<file path="src/rtl/delay_pkg.sv">
// Shared constants and helpers for the variable delay line.
// A stage record is {valid, data[WIDTH-1:0]}, with the valid flag in the MSB.
package delay_pkg;

  localparam int unsigned DefaultWidth    = 8;
  localparam int unsigned DefaultMaxDelay = 16;

  // Ceiling log2; returns 0 for values of 0 or 1.
  function automatic int unsigned clog2(input int unsigned value);
    int unsigned res;
    int unsigned v;
    res = 0;
    v   = (value > 0) ? value - 1 : 0;
    while (v > 0) begin
      res = res + 1;
      v   = v >> 1;
    end
    return res;
  endfunction

  // Bit position of the valid flag within a stage record.
  function automatic int unsigned valid_bit(input int unsigned width);
    return width;
  endfunction

endpackage

</file>
<file path="src/rtl/delay_tap_mux.sv">
// Clamps the requested delay into 1..MAX_DELAY and selects the matching
// {valid, data} stage. The index never leaves the stage array.
module delay_tap_mux
  import delay_pkg::*;
#(
  parameter int unsigned WIDTH     = DefaultWidth,
  parameter int unsigned MAX_DELAY = DefaultMaxDelay,
  parameter int unsigned DELAY_W   = clog2(MAX_DELAY + 1)
) (
  input  logic [MAX_DELAY-1:0][WIDTH:0] stages_i,
  input  logic [DELAY_W-1:0]            delay_sel_i,
  output logic [DELAY_W-1:0]            eff_delay_o,
  output logic                          clamped_o,
  output logic [WIDTH:0]                tap_o
);

  always_comb begin
    eff_delay_o = delay_sel_i;
    clamped_o   = 1'b0;
    if (delay_sel_i == '0) begin
      eff_delay_o = DELAY_W'(1);
      clamped_o   = 1'b1;
    end else if (delay_sel_i > DELAY_W'(MAX_DELAY)) begin
      eff_delay_o = DELAY_W'(MAX_DELAY);
      clamped_o   = 1'b1;
    end
  end

  // Compare-based selection keeps the mux width-exact for any DELAY_W.
  always_comb begin
    tap_o = '0;
    for (int unsigned k = 0; k < MAX_DELAY; k++) begin
      if (eff_delay_o == DELAY_W'(k + 1)) begin
        tap_o = stages_i[k];
      end
    end
  end

endmodule

</file>
<file path="src/rtl/delay_line_var.sv">
// Variable-depth delay for a data word plus valid flag, with stall, flush and
// a primed indicator that tracks how many post-event samples fill the tap.
module delay_line_var
  import delay_pkg::*;
#(
  parameter int unsigned WIDTH     = DefaultWidth,
  parameter int unsigned MAX_DELAY = DefaultMaxDelay,
  parameter int unsigned DELAY_W   = clog2(MAX_DELAY + 1)
) (
  input  logic               clk_i,
  input  logic               rst_ni,
  input  logic               en_i,
  input  logic               flush_i,
  input  logic [DELAY_W-1:0] delay_sel_i,
  input  logic [WIDTH-1:0]   in_data_i,
  input  logic               in_valid_i,
  output logic [WIDTH-1:0]   out_data_o,
  output logic               out_valid_o,
  output logic               primed_o,
  output logic               sel_clamped_o
);

  localparam int unsigned VBit = valid_bit(WIDTH);

  logic [MAX_DELAY-1:0][WIDTH:0] stage_q, stage_d;
  logic [DELAY_W-1:0]            cnt_q, cnt_d;
  logic [DELAY_W-1:0]            prev_delay_q;
  logic [DELAY_W-1:0]            eff_delay;
  logic                          clamped_q;
  logic                          clamped_now;
  logic                          delay_changed;
  logic [WIDTH:0]                tap;

  delay_tap_mux #(
    .WIDTH     (WIDTH),
    .MAX_DELAY (MAX_DELAY),
    .DELAY_W   (DELAY_W)
  ) u_tap_mux (
    .stages_i    (stage_q),
    .delay_sel_i (delay_sel_i),
    .eff_delay_o (eff_delay),
    .clamped_o   (clamped_now),
    .tap_o       (tap)
  );

  assign delay_changed = (eff_delay != prev_delay_q);

  always_comb begin
    stage_d = stage_q;
    if (en_i) begin
      stage_d[0] = {in_valid_i, in_data_i};
      for (int unsigned k = 1; k < MAX_DELAY; k++) begin
        stage_d[k] = stage_q[k-1];
      end
    end
    // Flush drops every valid, including the word presented on this edge.
    if (flush_i) begin
      for (int unsigned k = 0; k < MAX_DELAY; k++) begin
        stage_d[k][VBit] = 1'b0;
      end
    end
  end

  // Counter = number of enabled samples taken since the last flush/delay change.
  always_comb begin
    cnt_d = cnt_q;
    if (flush_i) begin
      cnt_d = '0;
    end else if (delay_changed) begin
      cnt_d = en_i ? DELAY_W'(1) : '0;
    end else if (en_i && (cnt_q < DELAY_W'(MAX_DELAY))) begin
      cnt_d = cnt_q + DELAY_W'(1);
    end
  end

  always_ff @(posedge clk_i or negedge rst_ni) begin
    if (!rst_ni) begin
      stage_q      <= '0;
      cnt_q        <= '0;
      prev_delay_q <= DELAY_W'(1);
      clamped_q    <= 1'b0;
    end else begin
      stage_q      <= stage_d;
      cnt_q        <= cnt_d;
      prev_delay_q <= eff_delay;
      clamped_q    <= clamped_q | clamped_now;
    end
  end

  assign out_valid_o   = tap[VBit];
  assign out_data_o    = tap[WIDTH-1:0];
  // The tap still holds pre-change samples until the change edge is taken.
  assign primed_o      = !delay_changed && (cnt_q >= eff_delay);
  assign sel_clamped_o = clamped_q;

endmodule

</file>
<file path="config.mk">
export PLATFORM = sky130hd
export DESIGN_NAME = delay_line_var
export DESIGN_NICKNAME = d
export VERILOG_FILES = /design/src/rtl/delay_pkg.sv /design/src/rtl/delay_tap_mux.sv /design/src/rtl/delay_line_var.sv
export SDC_FILE = /design/constraint.sdc
export NUM_CORES = 1
export LEC_CHECK = 0
export CORE_UTILIZATION = 40
export DETAILED_ROUTE_END_ITERATION = 7
export DONT_BUFFER_PORTS = 1
export GPL_ROUTABILITY_DRIVEN = 0
export RECOVER_POWER = 25
export REMOVE_ABC_BUFFERS = 1
export SYNTH_ARGS = -nofsm -noshare
export SYNTH_HDL_FRONTEND = slang
export SYNTH_SLANG_ARGS = --single-unit
</file>
<file path="constraint.sdc">
create_clock -name clk_i -period 6.67 [get_ports clk_i]
set_input_delay 2.001 -clock clk_i [delete_from_list [all_inputs] [get_ports clk_i]]
set_output_delay 2.001 -clock clk_i [all_outputs]
set_load 0.02 [all_outputs]
</file>
# After elaboration in Yosys (flattened, before gate mapping)
# Cells that the tools add are included.
# totals
regBits,155
mem_bits_rw,0
n_memories,0
word_cells,104
latch_bits,0
inputBits,18
rom_bits,0
# op_classes
reduce_logical,6
bitwise_logic,1
magnitude_cmp,3
add_sub_neg,1
eq_ne,17
shift,0
muxes,41
div,0
mul,0
# ops
cell,n
144-bit 2-to-1 mux,1
9-bit 2-to-1 mux,16
5-bit by 4-bit == test with 1-bit output (second input constant),8
5-bit 2-to-1 mux,5
5-bit by 3-bit == test with 1-bit output (second input constant),4
1-bit 2-to-1 mux,19
5-bit by 2-bit == test with 1-bit output (second input constant),2
5-bit by 1-bit adder with 5-bit output (second input constant),1
5-bit by 1-bit == test with 1-bit output (second input constant),1
5-bit == test (second input constant),1
5-bit >= comparator,1
5-bit > comparator (second input constant),1
5-bit zero test,1
5-bit < comparator (second input constant),1
5-bit != test,1
3-bit nonzero test,1
1-bit logical AND,2
2-bit nonzero test,1
1-bit zero test,1
1-bit OR,1

# Depth between registers and ports, before layout
# logic_depth
word_depth,20
ltp_mapped,14

# Modules after synthesis
# Synthesis repeated with hierarchy kept, for this count alone.
# hier_totals
hier_cells,645
hier_area_um2,7679.9
# by_module_without_submodules
mod,cells_per_inst,instances,seq_area_each_um2,area_per_inst_um2
delay_line_var,373,1,3880.0,5915.7
delay_tap_mux,272,1,0.0,1764.2

# Worst setup path after synthesis
# OpenSTA, ideal clock, no wires.
# synth_path
path_kind,input to output
from,input port delay_sel_i[1]
to,output port out_data_o[3]
path_stages,10
arrival_ps,4271
n_path_buf,1
setup_slack_ps,398
path_cell_list,nor2_1 -> nand2_1 -> ha_1 -> buf_6 -> or2_4 -> o21ai_4 -> o2bb2ai_2 -> o211ai_1 -> a221o_1 -> a31oi_1
# synth_via
elab_chain_len,20
word_cells_on_any_way,36
classes_between,order compare (1); eq/ne (16); mux (18); reduce/logical (1)
# synth_lines
item,line,source
"start, declared",delay_line_var.sv:14,"input logic [DELAY_W-1:0] delay_sel_i,"
5-bit > comparator,delay_tap_mux.sv:23,end else if (delay_sel_i > DELAY_W'(MAX_DELAY)) begin
5-bit 2-to-1 mux,delay_tap_mux.sv:23,
5-bit 2-to-1 mux *,delay_tap_mux.sv:20,if (delay_sel_i == '0) begin
5-bit by 1-bit == test with 1-bit output,delay_tap_mux.sv:33,if (eff_delay_o == DELAY_W'(k + 1)) begin
9-bit 2-to-1 mux (15 in series),delay_tap_mux.sv:33,
9-bit 2-to-1 mux *,delay_tap_mux.sv:33,
"end, declared",delay_line_var.sv:17,"output logic [WIDTH-1:0] out_data_o,"
# Every way passes the cells marked *; elsewhere a longest branch is shown, timed or not.

# Worst setup path after layout
# layout_path
from,input port delay_sel_i[0]
to,output port out_data_o[3]
# The elaborated chain is that of the path after synthesis.

==> PnR_summary.wiki <==
{| class="wikitable"
! Metric !! Value
|-
| H-Tree Depth || 4
|-
| Hold Crit Start || stage_q[135]
|-
| CP endpoint kind || output port
|-
| Placeable core area || 18700 um2
|-
| Portion of synthesized cell area occupied by the leading cell type || 50.6%
|-
| EDFF count, synth || 0
|-
| Synth area leader || dfrtp_1
|-
| Starting utilization of the core area || 40.7%
|-
| Count of nets after finishing || 649
|-
| Worst endpoint data arrival time || 4.42 ns
|-
| Maximum number of pins on one net before global-route repair || 156
|-
| Wire length of the first global-routing pass || 27.1 mm
|-
| Path class of the lowest-slack min-delay path || reg2reg
|-
| Worst Path Class, Setup || in2out
|-
| Initial detailed-routing violation count || 320
|-
| Clk buf depth || 2
|-
| Number of warnings reported in the yosys synthesis log || 0
|-
| Number of clock buffers inserted by TritonCTS || 17
|-
| Library cell with the highest instance count after synthesis || dfrtp_1
|-
| CP max-delay cell || nor3_1
|-
| Pins Over Slew Limit || 0
|-
| Layout-stage area growth over the synthesis result || 9.31%
|-
| Worst-path clk slew || 0.06 ns
|-
| Post-route DRC violation count || 0
|-
| Final ANT Viol Nets || 0
|-
| Power density of the placed cells || 349 nW/um2
|-
| Routed length per instance || 18.6 um
|-
| Overall routed net length || 16.2 mm
|-
| Die outline area || 19600 um2
|-
| Launching instance or port of the critical path || delay_sel_i[0]
|-
| Diodes inserted || 0
|-
| Gate count of the mapped netlist || 638
|-
| Total via count after detailed routing || 4851
|-
| Die H || 140 um
|-
| Setup repair after global routing missed its margin || false
|-
| Slowest cell delay on critical path || 0.46 ns
|-
| Cells along the critical path || nor2_1, nand2_1, ha_1, nor3_1, nand2_2, o2bb2ai_2, o211ai_1, a221o_1, a31oi_1, buf_4
|-
| Vias in the first global route || 4867
|-
| Post-synthesis sequential element count || 155
|-
| Number of violations of the max-capacitance limit || 0
|-
| Measured slew at the worst slew-check pin || 0.554 ns
|-
| FILL cells || 1693
|-
| Gr usage total || 17.7%
|-
| Status || finished clean
|-
| Setup fix buffers added after clock tree synthesis || 0
|-
| Top cell types by occurrence after synthesis || dfrtp_1 (154), mux2_2 (129), nor2_1 (77), mux2i_1 (41), a21oi_1 (23)
|-
| Via/cell ratio || 5.58
|-
| Total power of the final layout || 2.91 mW
|-
| Syn Area/Cell || 11.9 um2
|-
| Clock period minus final worst setup slack || 6.42 ns
|-
| Antenna violations before repair || 0
|-
| Largest driver fanout on the critical path || 47
|-
| Peak clock frequency supported by timing || 156 MHz
|-
| Period utilization || 96.2%
|-
| Synth async-reset ratio || 100%
|-
| Leak pwr || 3.54 nW
|-
| Element type at the critical path start || primary input
|-
| CTS tree || built
|-
| Cell Area, Synth || 7620 um2
|-
| GRT Residual Overflow || 0
|-
| Number of unique standard cell types used by synthesis || 62
|-
| Proportion of layout cells with a drive suffix above 1 || 29.2%
|-
| First drt pass iteration count || 5
|-
| Launching point of the worst reg2reg path || prev_delay_q[0]
|-
| Clk_lat worst skew || 0.43 ns
|-
| Cell type group with the largest total delay on the critical path || simple AND/OR/NAND/NOR gates
|-
| Total setup violations reported at the end of the flow || 0
|-
| Horizontal die dimension || 140 um
|-
| Total clock sinks || 155
|-
| Peak VDD IR || 0.191 mV
|-
| Sum of net half-perimeters after detailed placement || 10.6 mm
|-
| Final-layout worst hold slack || 0.511 ns
|-
| Post-synth top flop || dfrtp_1
|-
| Buffers plus inverters on the worst setup path || 1
|-
| Number of placement rows || 50
|-
| Total area of multi-input combinational cells || 3490 um2
|-
| Clock Skews || 0.00694 ns
|-
| Total count of hold-check failures in the final report || 0
|-
| IO Pins || 29
|-
| Required time at the endpoint of the critical path || 4.67 ns
|-
| Count of port buffers added during placement || 0
|-
| Top cells by area in the synthesized netlist || dfrtp_1 (51%), mux2_2 (19%), mux2i_1 (5.4%), nor2_1 (3.8%), a21oi_1 (1.5%)
|-
| Post-layout util || 44.5%
|-
| Post-synthesis sequential area ratio || 50.9%
|-
| Tightest slew margin relative to the limit || 62.8%
|-
| Total negative slack || 0 ns
|-
| Register area || 3880 um2
|-
| Root buffer cell || clkbuf_16
|}
==> worst reg2reg max path, cell delays in order, from the launching register on <==
cell,delay [ns]
dfstp_2,0.56
xnor2_1,0.12
nand4_1,0.10
a21oi_1,0.16
o2111ai_1,0.21
or3_1,0.39
a21oi_1,0.14
==> cell families (layout without fill, tap and decap cells) <==
group,after synthesis,count (layout),share of synthesized area [%]
fa+ha+maj,8,8,1.31
simple gates,129,129,8.03
buf+inv,50,48,3.24
xor+xnor,6,6,0.690
flops,155,155,50.9
compound gates,119,119,11.0
mux,171,171,24.8
==> report_power, final <==
part | internal, mW | total (mW) | leakage, nW | switching [mW]
Sequential | 1.24 | 1.47 | 1.89 | 0.226
Clock | 0.555 | 0.948 | 0.275 | 0.393
Combinational | 0.318 | 0.490 | 1.37 | 0.172
==> per-layer routing <==
| metal | share of wire [%] | GRT usage [%] |
|---|---|---|
| met4 | 1.0 | 5.84 |
| met3 | 3.7 | 4.00 |
| met1 | 51 | 26.2 |
| met2 | 44 | 25.6 |
| met5 | 0 | 0 |
==> through the flow <==
| stage | instance area [um2] | worst slack, ns | instances |
|---|---|---|---|
| CTS | 8320 | 0.179 | 870 |
| finish | 8330 | 0.253 | 870 |
| detailed placement | 7750 | 0.178 | 838 |
| floorplan | 7410 | 0.337 | 598 |
| global route | 8330 | 0.0713 | 870 |
| global placement | 7750 | 0.346 | 838 |
==> placed cells by master (no fill, tap or decap), types with 4 or more instances in the layout <==
master     netlist  final
clkinv_4         0      5
buf_4            7      6
nor2_1          77     77
inv_1            7      7
o2bb2ai_1        7      7
nand2b_1         6      6
dfrtp_1        154    154
ha_1             8      8
mux2i_1         41     41
nand3_1          4      4
a21o_1           5      5
a31oi_1          8      8
o211ai_1         8      8
mux2_2         129    129
nor3_1           6      6
nand2_1         14     13
xnor2_1          4      4
o22ai_1         16     16
o22a_1           7      7
nand4_1          4      4
a21oi_1         23     23
o21ai_0         21     21
o221a_2          7      7
clkbuf_16        0     17
==> timing repair <==
action	CTS	global route
hold endpoints to repair	0	0
hold buffers	0	0
gates resized for setup	0	1
endpoints found under the setup margin	0	2
==> sequential cells by signal, indices dropped and copies added (netlist names) <==
name           cells
stage_q          144
cnt_q              5
prev_delay_q       5
sel_clamped_o      1
==> final timing paths <==
check                             endpoint  slack (ns)  depth (start not counted)
setup reg to reg                  cnt_q[0]        4.92                          6
setup / recovery             out_data_o[3]        0.25                         10
min in group asynchronous      stage_q[16]        1.28                          0
hold / removal                stage_q[135]        0.51                          1
hold reg to reg               stage_q[135]        0.51                          1
max in group asynchronous  prev_delay_q[0]        5.05                          0
==> cell type report <==
cell class,instances,area share [%]
multi-input cells,433,42.0
inverters,10,0.451
well taps,234,3.52
clock buffers,20,5.24
repair buffers,6,0.541
flip-flops and latches,155,46.6
clock inverters,12,1.70
No activity file was read; power rests on OpenSTA's default activity.
